$ cat src/rtl/mineral_sprite_drawer_pkg.sv
// rtl/mineral_sprite_drawer_pkg.sv - shared states, screen limits and mineral colours
package mineral_sprite_drawer_pkg;

   typedef enum logic [2:0] {
      S_IDLE,
      S_FILL,
      S_LOAD,
      S_DRAW,
      S_DONE,
      S_HOLD
   } state_t;

   localparam int SCREEN_W = 160;
   localparam int SCREEN_H = 120;

   localparam int X_W     = 8;
   localparam int Y_W     = 7;
   localparam int COUNT_W = 8;

   localparam logic [2:0] COLOUR_GOLD    = 3'b110;
   localparam logic [2:0] COLOUR_STONE   = 3'b111;
   localparam logic [2:0] COLOUR_DIAMOND = 3'b011;

endpackage

$ cat src/rtl/mineral_sprite_drawer_if.sv
// rtl/mineral_sprite_drawer_if.sv - request/pixel bundle between view FSM, drawer and VGA adapter
interface mineral_sprite_drawer_if;
   import mineral_sprite_drawer_pkg::*;

   logic               enable_random;
   logic               enable_draw;
   logic               resetn_count;
   logic               draw_done;
   logic [COUNT_W-1:0] obj_count;
   logic [X_W-1:0]     x_out;
   logic [Y_W-1:0]     y_out;
   logic [2:0]         colour_out;
   logic               plot;

   modport master (
      output enable_random, enable_draw, resetn_count,
      input  draw_done, obj_count, x_out, y_out, colour_out, plot
   );

   modport slave (
      input  enable_random, enable_draw, resetn_count,
      output draw_done, obj_count, x_out, y_out, colour_out, plot
   );

endinterface

$ cat src/rtl/mineral_sprite_drawer_lfsr16.sv
// rtl/mineral_sprite_drawer_lfsr16.sv - free-running 16-bit Fibonacci LFSR, taps 16,14,13,11
module lfsr16 #(
   parameter logic [15:0] SEED = 16'hACE1
) (
   input  logic        clk,
   input  logic        resetn,
   output logic [15:0] q
);

   logic [15:0] r_q;

   always_ff @(posedge clk) begin
      if (!resetn) r_q <= SEED;
      else         r_q <= {r_q[14:0], r_q[15] ^ r_q[13] ^ r_q[12] ^ r_q[10]};
   end

   assign q = r_q;

endmodule

$ cat src/rtl/mineral_sprite_drawer.sv
// rtl/mineral_sprite_drawer.sv - rasters one solid sprite per request from a random position table
module mineral_sprite_drawer
   import mineral_sprite_drawer_pkg::*;
#(
   parameter int          MAX_OBJ  = 4,
   parameter int          SPRITE_W = 8,
   parameter int          SPRITE_H = 8,
   parameter int          X_MIN    = 8,
   parameter int          Y_MIN    = 40,
   parameter logic [2:0]  COLOUR   = COLOUR_GOLD,
   parameter logic [15:0] SEED     = 16'hACE1
) (
   input logic                    clk,
   input logic                    resetn,
   mineral_sprite_drawer_if.slave bus
);

   localparam int IDX_W = (MAX_OBJ > 1) ? $clog2(MAX_OBJ) : 1;
   localparam int DX_W  = (SPRITE_W > 1) ? $clog2(SPRITE_W) : 1;
   localparam int DY_W  = (SPRITE_H > 1) ? $clog2(SPRITE_H) : 1;
   localparam logic [IDX_W-1:0] LAST_IDX = IDX_W'(MAX_OBJ - 1);
   localparam logic [DX_W-1:0]  DX_MAX   = DX_W'(SPRITE_W - 1);
   localparam logic [DY_W-1:0]  DY_MAX   = DY_W'(SPRITE_H - 1);

   state_t             r_state, w_next;
   logic [15:0]        w_lfsr;
   logic               w_unused_lfsr;
   logic [IDX_W-1:0]   r_fill_idx, w_idx;
   logic [X_W-1:0]     r_tab_x [MAX_OBJ];
   logic [Y_W-1:0]     r_tab_y [MAX_OBJ];
   logic [X_W-1:0]     r_base_x, r_x;
   logic [Y_W-1:0]     r_base_y, r_y;
   logic [DX_W-1:0]    r_dx, w_ndx;
   logic [DY_W-1:0]    r_dy, w_ndy;
   logic [COUNT_W-1:0] r_count;
   logic [2:0]         r_colour;
   logic               r_plot;
   logic               w_overflow, w_last_px, w_last_fill;

   lfsr16 #(.SEED(SEED)) u_lfsr (
      .clk    (clk),
      .resetn (resetn),
      .q      (w_lfsr)
   );

   // Only bits [6:0] and [13:8] feed positions.
   assign w_unused_lfsr = &{1'b0, w_lfsr[15:14], w_lfsr[7]};
   assign w_idx         = r_count[IDX_W-1:0];

   always_comb begin
      w_next      = r_state;
      w_overflow  = (r_count >= COUNT_W'(MAX_OBJ));
      w_last_fill = (r_fill_idx == LAST_IDX);
      w_last_px   = (r_dx == DX_MAX) && (r_dy == DY_MAX);
      w_ndx       = (r_dx == DX_MAX) ? '0 : r_dx + DX_W'(1);
      w_ndy       = (r_dx == DX_MAX) ? r_dy + DY_W'(1) : r_dy;
      case (r_state)
         S_IDLE: begin
            if (bus.enable_random)    w_next = S_FILL;
            else if (bus.enable_draw) w_next = S_LOAD;
         end
         S_FILL: if (w_last_fill) w_next = S_IDLE;
         S_LOAD: w_next = w_overflow ? S_DONE : S_DRAW;
         S_DRAW: if (w_last_px) w_next = S_DONE;
         S_DONE: w_next = S_HOLD;
         S_HOLD: if (!bus.enable_draw) w_next = S_IDLE;
         default: w_next = S_IDLE;
      endcase
   end

   always_ff @(posedge clk) begin
      if (!resetn) begin
         r_state    <= S_IDLE;
         r_fill_idx <= '0;
         r_base_x   <= '0;
         r_base_y   <= '0;
         r_dx       <= '0;
         r_dy       <= '0;
         r_count    <= '0;
         r_x        <= '0;
         r_y        <= '0;
         r_colour   <= '0;
         r_plot     <= 1'b0;
         for (int i = 0; i < MAX_OBJ; i++) begin
            r_tab_x[i] <= '0;
            r_tab_y[i] <= '0;
         end
      end else begin
         r_state <= w_next;
         if (r_state == S_FILL) begin
            r_tab_x[r_fill_idx] <= X_W'(X_MIN) + X_W'(w_lfsr[6:0]);
            r_tab_y[r_fill_idx] <= Y_W'(Y_MIN) + Y_W'(w_lfsr[13:8]);
            r_fill_idx          <= w_last_fill ? '0 : r_fill_idx + IDX_W'(1);
         end
         // Output registers are loaded one edge early so pixel 0 is visible in the first DRAW cycle.
         if (r_state == S_LOAD && !w_overflow) begin
            r_base_x <= r_tab_x[w_idx];
            r_base_y <= r_tab_y[w_idx];
            r_dx     <= '0;
            r_dy     <= '0;
            r_x      <= r_tab_x[w_idx];
            r_y      <= r_tab_y[w_idx];
            r_colour <= COLOUR;
            r_plot   <= 1'b1;
         end else if (r_state == S_DRAW) begin
            if (w_last_px) begin
               r_plot   <= 1'b0;
               r_colour <= '0;
            end else begin
               r_dx <= w_ndx;
               r_dy <= w_ndy;
               r_x  <= r_base_x + X_W'(w_ndx);
               r_y  <= r_base_y + Y_W'(w_ndy);
            end
         end
         if (!bus.resetn_count)
            r_count <= '0;
         else if (r_state == S_DONE && r_count != '1)
            r_count <= r_count + COUNT_W'(1);
      end
   end

   assign bus.draw_done  = (r_state == S_DONE);
   assign bus.obj_count  = r_count;
   assign bus.x_out      = r_x;
   assign bus.y_out      = r_y;
   assign bus.colour_out = r_colour;
   assign bus.plot       = r_plot;

endmodule

$ cat src/flat_wrapper.sv
// flat-port wrapper written by rule: the top's interface ports become plain ports
module mineral_sprite_drawer_flat import mineral_sprite_drawer_pkg::*;
#(
   parameter int          MAX_OBJ  = 4,
   parameter int          SPRITE_W = 8,
   parameter int          SPRITE_H = 8,
   parameter int          X_MIN    = 8,
   parameter int          Y_MIN    = 40,
   parameter logic [2:0]  COLOUR   = COLOUR_GOLD,
   parameter logic [15:0] SEED     = 16'hACE1
)
  (clk, resetn, bus_enable_random, bus_enable_draw, bus_resetn_count, bus_draw_done, bus_obj_count, bus_x_out, bus_y_out, bus_colour_out, bus_plot);
  mineral_sprite_drawer_if bus_i ();
  input logic clk;
  input logic resetn;
  input wire logic [$bits(bus_i.enable_random)-1:0] bus_enable_random;
  input wire logic [$bits(bus_i.enable_draw)-1:0] bus_enable_draw;
  input wire logic [$bits(bus_i.resetn_count)-1:0] bus_resetn_count;
  output wire logic [$bits(bus_i.draw_done)-1:0] bus_draw_done;
  output wire logic [$bits(bus_i.obj_count)-1:0] bus_obj_count;
  output wire logic [$bits(bus_i.x_out)-1:0] bus_x_out;
  output wire logic [$bits(bus_i.y_out)-1:0] bus_y_out;
  output wire logic [$bits(bus_i.colour_out)-1:0] bus_colour_out;
  output wire logic [$bits(bus_i.plot)-1:0] bus_plot;
  assign bus_i.enable_random = bus_enable_random;
  assign bus_i.enable_draw = bus_enable_draw;
  assign bus_i.resetn_count = bus_resetn_count;
  assign bus_draw_done = bus_i.draw_done;
  assign bus_obj_count = bus_i.obj_count;
  assign bus_x_out = bus_i.x_out;
  assign bus_y_out = bus_i.y_out;
  assign bus_colour_out = bus_i.colour_out;
  assign bus_plot = bus_i.plot;
  mineral_sprite_drawer #(.MAX_OBJ(MAX_OBJ), .SPRITE_W(SPRITE_W), .SPRITE_H(SPRITE_H), .X_MIN(X_MIN), .Y_MIN(Y_MIN), .COLOUR(COLOUR), .SEED(SEED)) u_core (.clk(clk), .resetn(resetn), .bus(bus_i));
endmodule
$ cat config.mk
export PLATFORM = sky130hd
export DESIGN_NAME = mineral_sprite_drawer_flat
export DESIGN_NICKNAME = d
export VERILOG_FILES = /design/src/rtl/mineral_sprite_drawer_pkg.sv /design/src/rtl/mineral_sprite_drawer_if.sv /design/src/rtl/mineral_sprite_drawer_lfsr16.sv /design/src/rtl/mineral_sprite_drawer.sv /design/src/flat_wrapper.sv
export SDC_FILE = /design/constraint.sdc
export NUM_CORES = 1
export LEC_CHECK = 0
export CORE_UTILIZATION = 35
export DETAILED_ROUTE_END_ITERATION = 7
export PLACE_DENSITY_LB_ADDON = 0.12
export SLEW_MARGIN = 20
export SYNTH_ARGS = -nofsm -noshare
export SYNTH_HDL_FRONTEND = slang
export SYNTH_SLANG_ARGS = --single-unit
$ cat constraint.sdc
create_clock -name clk -period 3.4 [get_ports clk]
set_clock_uncertainty 0.15 [all_clocks]
set_input_delay 0.34 -clock clk [delete_from_list [all_inputs] [get_ports clk]]
set_output_delay 0.34 -clock clk [all_outputs]
set_load 0.02 [all_outputs]
==> results of run 1 <==
worst max-delay path by stage:
stage | from | slack (ps) | endpoint | cells past startpoint
after floorplan | u_core.r_dx[0] | 980 | u_core.bus.y_out[6] | 9
after global placement | u_core.r_dx[0] | 810 | u_core.bus.y_out[6] | 9
after detailed placement | u_core.r_dx[0] | 740 | u_core.bus.y_out[6] | 9
after CTS | u_core.r_dx[0] | 740 | u_core.bus.y_out[6] | 9
after global routing | u_core.r_dx[0] | 530 | u_core.bus.y_out[6] | 9
final | u_core.r_dx[0] | 750 | u_core.bus.y_out[6] | 9
Yosys cell counts, types with 6 or more instances:
| cell | number |
|---|---|
| nand2b_1 | 8 |
| edfxtp_1 | 60 |
| nor2_1 | 50 |
| and2_1 | 33 |
| xor2_1 | 13 |
| a21oi_1 | 39 |
| ha_1 | 16 |
| inv_1 | 9 |
| and3_1 | 9 |
| clkbuf_1 | 15 |
| nand3_1 | 11 |
| buf_4 | 7 |
| nor3_1 | 10 |
| xnor2_1 | 9 |
| mux4_2 | 15 |
| buf_2 | 6 |
| nand2_1 | 59 |
| o21ai_0 | 9 |
| dfxtp_1 | 68 |
critical path, stage by stage, from the launching register on:
cell and delay, ps:
dfxtp_1 360, ha_1 200, ha_1 260, mux2_2 400, fa_1 440, a21oi_1 250
nor3b_1 100, xor2_1 140, o21ai_0 150, a21oi_1 80
routing by layer:
layer | part of all wire | vias up | track usage
li1 | - | 1855 | -
met1 | 0.47 | 1826 | 0.201
met2 | 0.49 | 58 | 0.269
met3 | 0.032 | 12 | 0.0446
met4 | 0.011 | 0 | 0.0595
met5 | 0 | - | 0
final cells by class:
| cell class | count | share of cell area |
|---|---|---|
| Sequential cell | 128 | 0.461 |
| Clock buffer | 18 | 0.0641 |
| Timing Repair Buffer | 43 | 0.0602 |
| Clock inverter | 14 | 0.0277 |
| Tap cell | 216 | 0.0394 |
| Multi-Input combinational cell | 340 | 0.342 |
| Inverter | 10 | 0.00547 |
power breakdown:
part	internal (mW)	switching [mW]	leakage (nW)	total (mW)
Combinational	0.260	0.365	1.02	0.624
Clock	1.24	0.686	0.294	1.93
Sequential	1.77	0.0969	1.18	1.87
cell usage in the layout (no fill, tap or decap), types with 15 or more instances in the layout:
cell	instances
ha_1	16
clkbuf_16	17
nor2_1	50
clkdlybuf4s50_1	31
mux4_2	15
nand2_1	59
edfxtp_1	60
a21oi_1	39
and2_1	33
dfxtp_1	68
registers in the layout (all words and copies together), names as in the netlist, named ones only:
register,cells
u_core.r_tab_x,32
u_core.r_tab_y,28
u_core.u_lfsr.q,16
u_core.bus.obj_count,8
u_core.bus.x_out,8
u_core.r_base_x,8
u_core.bus.y_out,7
u_core.r_base_y,7
u_core.r_dx,3
u_core.r_dy,3
u_core.r_state,3
u_core.r_fill_idx,2
u_core.bus.colour_out,1
kinds of logic (layout without fill, tap and decap cells):
logic type | count (synthesis) | in the layout | synth area share
fa+ha+maj | 18 | 18 | 0.0422
compound gates | 74 | 74 | 0.0866
simple gates | 204 | 204 | 0.177
flops | 128 | 128 | 0.555
xor+xnor | 22 | 22 | 0.0338
other cells | 1 | 1 | 0.000659
mux | 21 | 21 | 0.0710
buf+inv | 39 | 85 | 0.0330
==> metrics.md, run 1 <==
| Metric | Value |
|---|---|
| Status | `finished, final reports clean` |
| Post-CTS sizing | `0` |
| Grt ovf | `0` |
| Initial cell density of the core | `0.358` |
| Footprint of the multi-input gates | `2340 um2` |
| Reg2Reg Depth | `9` |
| Row cnt | `46` |
| IO Count | `33` |
| Reg-to-Reg Start | `u_core.r_dx[0]` |
| CTS tree | `yes` |
| Tcrit/Tclk final | `0.781` |
| Final setup violation count | `0` |
| Cells after DPL | `737` |
| CTS sink cnt | `128` |
| Layout area overhead | `20.4%` |
| Relative slew slack | `0.405` |
| Setup bufs post-CTS | `0` |
| Pins Over Slew Limit | `0` |
| Post-place setup slack | `741 ps` |
| RSZ-0062 raised after global routing | `false` |
| Die ar. | `16,800 um2` |
| CP arrival | `2800 ps` |
| Number of iterations in the first detailed-routing pass | `5` |
| Hold path start | `u_core.u_lfsr.q[14]` |
| CP max FO | `4` |
| Clock Pin Slew Worst Setup and Hold Paths | `60 ps` |
| Largest net degree at the start of global routing | `36` |
| Iter 0 DRT Violations | `281` |
| CORE AREA | `15,900 um2` |
| Register bit total from synthesis | `128` |
| Vias in the first global route | `3,811` |
| Fin cells | `769` |
| Main flop type after synthesis | `dfxtp_1` |
| Post-synth EDFFs | `60` |
| Synth cell types | `55` |
| Crit. End Element | `flip-flop` |
| Hold Crit Depth | `1` |
| Die Y | `130 um` |
| Pwr Total | `4.42 mW` |
| Area contributors post-synth | `edfxtp_1, dfxtp_1, mux4_2` |
| Fillers | `1,503` |
| Final nets | `563` |
| Min-Delay Path Class | `reg -> reg` |
| Vias per cell | `4.88` |
| FMAX | `377 MHz` |
| Fin. Hold Viols | `0` |
| FFs w/ async S/R, synth | `0` |
| Post-synth top area share | `0.316` |
| Antenna-violating nets left | `0` |
| H-tree levels | `4` |
| Leakage power | `2.49 nW` |
| Area leader, netlist | `edfxtp_1` |
| Worst slew pin tran | `892 ps` |
| Num CTS Buffers | `17` |
| Hold_buf cts | `0` |
| DRC violations left | `0` |
| Cell Area, Placed | `6230 um2` |
| Worst Setup Start Kind | `flip-flop` |
| First-pass GRT wire length | `20,000 um` |
| Ant diodes | `0` |
| Register area share after synthesis | `0.555` |
| Clk buf depth | `2` |
| DIE WIDTH | `130 um` |
| Reg2Reg Setup Slack | `750 ps` |
| VDD IR-drop max | `0.371 mV` |
| Period minus WS final | `2650 ps` |
| Root Driver | `clkbuf_16` |
| Clock insertion delay at the later pin of the skew report | `420 ps` |
| Pwr/cell area | `644 nW/um2` |
| Initial antenna violation count | `0` |
| GRT Total Usage | `0.162` |
| Cell area after synthesis | `5690 um2` |
| Via count | `3,751` |
| Max-cap violations | `0` |
| Synth warnings | `0` |
| Crit path kind | `reg -> reg` |
| FF-to-FF End | `u_core.bus.y_out[6]` |
| Hold path endpoint | `u_core.u_lfsr.q[15]` |
| Register area | `3160 um2` |
| Final setup margin | `745 ps` |
| Post-Synthesis Cells | `507` |
| Fin area | `6860 um2` |
| Port bufs | `31` |
| Syn_area_per_cell | `11.2 um2` |
| Gpl congestion | `0.772` |
| Layout cells sized above 1 | `0.134` |
| DR WL/cell | `16.0 um` |
| Hpwl dp | `8400 um` |
| Routed WL | `12,300 um` |
| Setup TNS | `0 ps` |
| Critical Path RT | `3540 ps` |
| Hold slack | `271 ps` |
| Final core utilization | `0.432` |
| Syn nets | `530` |
(Power assumes the default switching activity.)
==> run 2, diff against run 1 <==
clock period = 2.8 ns   (was 3.4 ns; I/O delays follow)
==> metrics.md, run 2 (synthesis gave the netlist of run 1 again) <==
| Metric | Value |
|---|---|
| CP arrival | `2680 ps (was 2800 ps)` |
| First-pass GRT wire length | `20,300 um (was 20,000 um)` |
| DIE WIDTH | `130 um (unchanged)` |
| Cell Area, Placed | `6280 um2 (was 6230 um2)` |
| VDD IR-drop max | `0.453 mV (was 0.371 mV)` |
| RSZ-0062 raised after global routing | `false (unchanged)` |
| Cell Int Power | `3.74 mW (was 3.27 mW)` |
| Net switching power | `1.33 mW (was 1.15 mW)` |
| Status | `finished, final reports clean (unchanged)` |
| Fin. Hold Viols | `0 (unchanged)` |
| Number of iterations in the first detailed-routing pass | `4 (was 5)` |
| Worst slew pin tran | `723 ps (was 892 ps)` |
| GRT Total Usage | `0.165 (was 0.162)` |
| Leakage power | `2.50 nW (was 2.49 nW)` |
| Hpwl dp | `8720 um (was 8400 um)` |
| DRC violations left | `0 (unchanged)` |
| Crit. End Element | `flip-flop (unchanged)` |
| Ant diodes | `0 (unchanged)` |
| Tcrit/Tclk final | `0.909 (was 0.781)` |
| Grt ovf | `0 (unchanged)` |
| Critical Path RT | `2940 ps (was 3540 ps)` |
| Routed WL | `12,600 um (was 12,300 um)` |
| Root Driver | `clkbuf_16 (unchanged)` |
| Clk buf depth | `2 (unchanged)` |
| Iter 0 DRT Violations | `154 (was 281)` |
| Num CTS Buffers | `17 (unchanged)` |
| Period minus WS final | `2550 ps (was 2650 ps)` |
| CP max FO | `4 (unchanged)` |
| Footprint of the multi-input gates | `2350 um2 (was 2340 um2)` |
| Most common cell after layout, fill and taps aside | `dfxtp_1 (unchanged)` |
| CTS sink cnt | `128 (unchanged)` |
| Clock Pin Slew Worst Setup and Hold Paths | `50 ps (was 60 ps)` |
| Worst Setup Start Kind | `flip-flop (unchanged)` |
| Reg-to-Reg Start | `u_core.r_dx[0] (unchanged)` |
| Gate power share | `0.158 (was 0.141)` |
| Fillers | `1,547 (was 1,503)` |
| Final setup violation count | `0 (unchanged)` |
| Port bufs | `31 (unchanged)` |
| Row cnt | `46 (unchanged)` |
| Worst setup path start | `u_core.r_dx[0] (unchanged)` |
| Vias per cell | `4.86 (was 4.88)` |
| Top reg by flops | `u_core.r_tab_x (unchanged)` |
| Largest register FFs | `32 (unchanged)` |
| Reg2Reg Setup Slack | `250 ps (was 750 ps)` |
| Pwr/cell area | `743 nW/um2 (was 644 nW/um2)` |
| Sw frac | `0.262 (was 0.260)` |
| Fin area | `6820 um2 (was 6860 um2)` |
| Initial antenna violation count | `0 (unchanged)` |
| Largest net degree at the start of global routing | `35 (was 36)` |
| CORE AREA | `15,900 um2 (unchanged)` |
| Most frequent cells in the layout | `dfxtp_1, edfxtp_1, nand2_1 (unchanged)` |
| Setup bufs post-CTS | `0 (unchanged)` |
| Clock insertion delay at the later pin of the skew report | `410 ps (was 420 ps)` |
| Relative slew slack | `0.517 (was 0.405)` |
| Die Y | `130 um (unchanged)` |
| Final setup margin | `254 ps (was 745 ps)` |
| Die ar. | `16,800 um2 (unchanged)` |
| Vias in the first global route | `3,793 (was 3,811)` |
| Post-place setup slack | `159 ps (was 741 ps)` |
| Layout area overhead | `19.8% (was 20.4%)` |
| Crit path kind | `reg -> reg (unchanged)` |
| Gpl congestion | `0.749 (was 0.772)` |
| Max-cap violations | `0 (unchanged)` |
| Antenna-violating nets left | `0 (unchanged)` |
| Min-Delay Path Class | `reg -> reg (unchanged)` |
| Register area | `3160 um2 (unchanged)` |
| H-tree levels | `4 (unchanged)` |
| Layout cells sized above 1 | `0.137 (was 0.134)` |
| Flop pwr share | `0.446 (was 0.422)` |
| Hold path start | `u_core.u_lfsr.q[14] (unchanged)` |
| Clock power frac | `0.397 (was 0.436)` |
| CTS tree | `yes (unchanged)` |
| Initial cell density of the core | `0.358 (unchanged)` |
| Setup TNS | `0 ps (unchanged)` |
| Pins Over Slew Limit | `0 (unchanged)` |
| FMAX | `393 MHz (was 377 MHz)` |
| Via count | `3,778 (was 3,751)` |
| DR WL/cell | `16.2 um (was 16.0 um)` |
| Final nets | `572 (was 563)` |
| IO Count | `33 (unchanged)` |
[run 2: final timing paths]
| kind | to | cells past startpoint |
|---|---|---|
| worst max-delay path | u_core.bus.y_out[6] | 9 |
| worst min-delay path | u_core.u_lfsr.q[15] | 1 |
| worst max register to register | u_core.bus.y_out[6] | 9 |
| worst min register to register | u_core.u_lfsr.q[15] | 1 |
[run 2: routing by layer]
metal / share of wire / routed length [um] / global-route usage
met2: 0.49 / 6230 / 0.278
met5: 0 / 0 / 0
met3: 0.027 / 345 / 0.0434
met4: 0.012 / 150 / 0.0554
met1: 0.47 / 5860 / 0.206
[run 2: what timing repair did]
item                                    4_1_cts  5_1_grt
hold endpoints to repair                      0        0
hold buffers                                  0        0
resized for setup                             0        1
endpoints found under the setup margin        0        1
[run 2: cell type report]
type / count / share of cell area
multi-input combinational: 340 / 0.344
timing repair buffer: 52 / 0.0686
clock inverter: 8 / 0.00954
clock buffer: 24 / 0.0691
tap: 216 / 0.0396
inverter: 10 / 0.00550
sequential: 128 / 0.464
[run 2: critical path, stage by stage, from the launching register on]
cell and delay, ps:
dfxtp_1 350, ha_1 180, ha_1 250, mux2_2 400
fa_1 450, a21oi_2 190, nor3b_1 90, xor2_1 140
o21ai_0 170, a21oi_1 80
[run 2: power by group through the flow]
stage	registers, mW	logic (mW)	clock network, mW
6_report	2.26	0.798	2.01
5_1_grt	2.28	0.883	2.14
4_1_cts	2.26	0.812	2.07
3_5_place_dp	2.30	0.809	0
3_3_place_gp	2.29	0.802	0
2_1_floorplan	2.30	0.498	0
[run 2: stage by stage]
stage	utilization	power (mW)	std cells	hold slack [ps]
2_1_floorplan	-	2.80	507	236
3_3_place_gp	0.395	3.09	746	241
3_5_place_dp	0.395	3.11	746	254
4_1_cts	0.429	5.14	778	262
5_1_grt	0.430	5.30	778	287
6_report	0.430	5.07	778	258
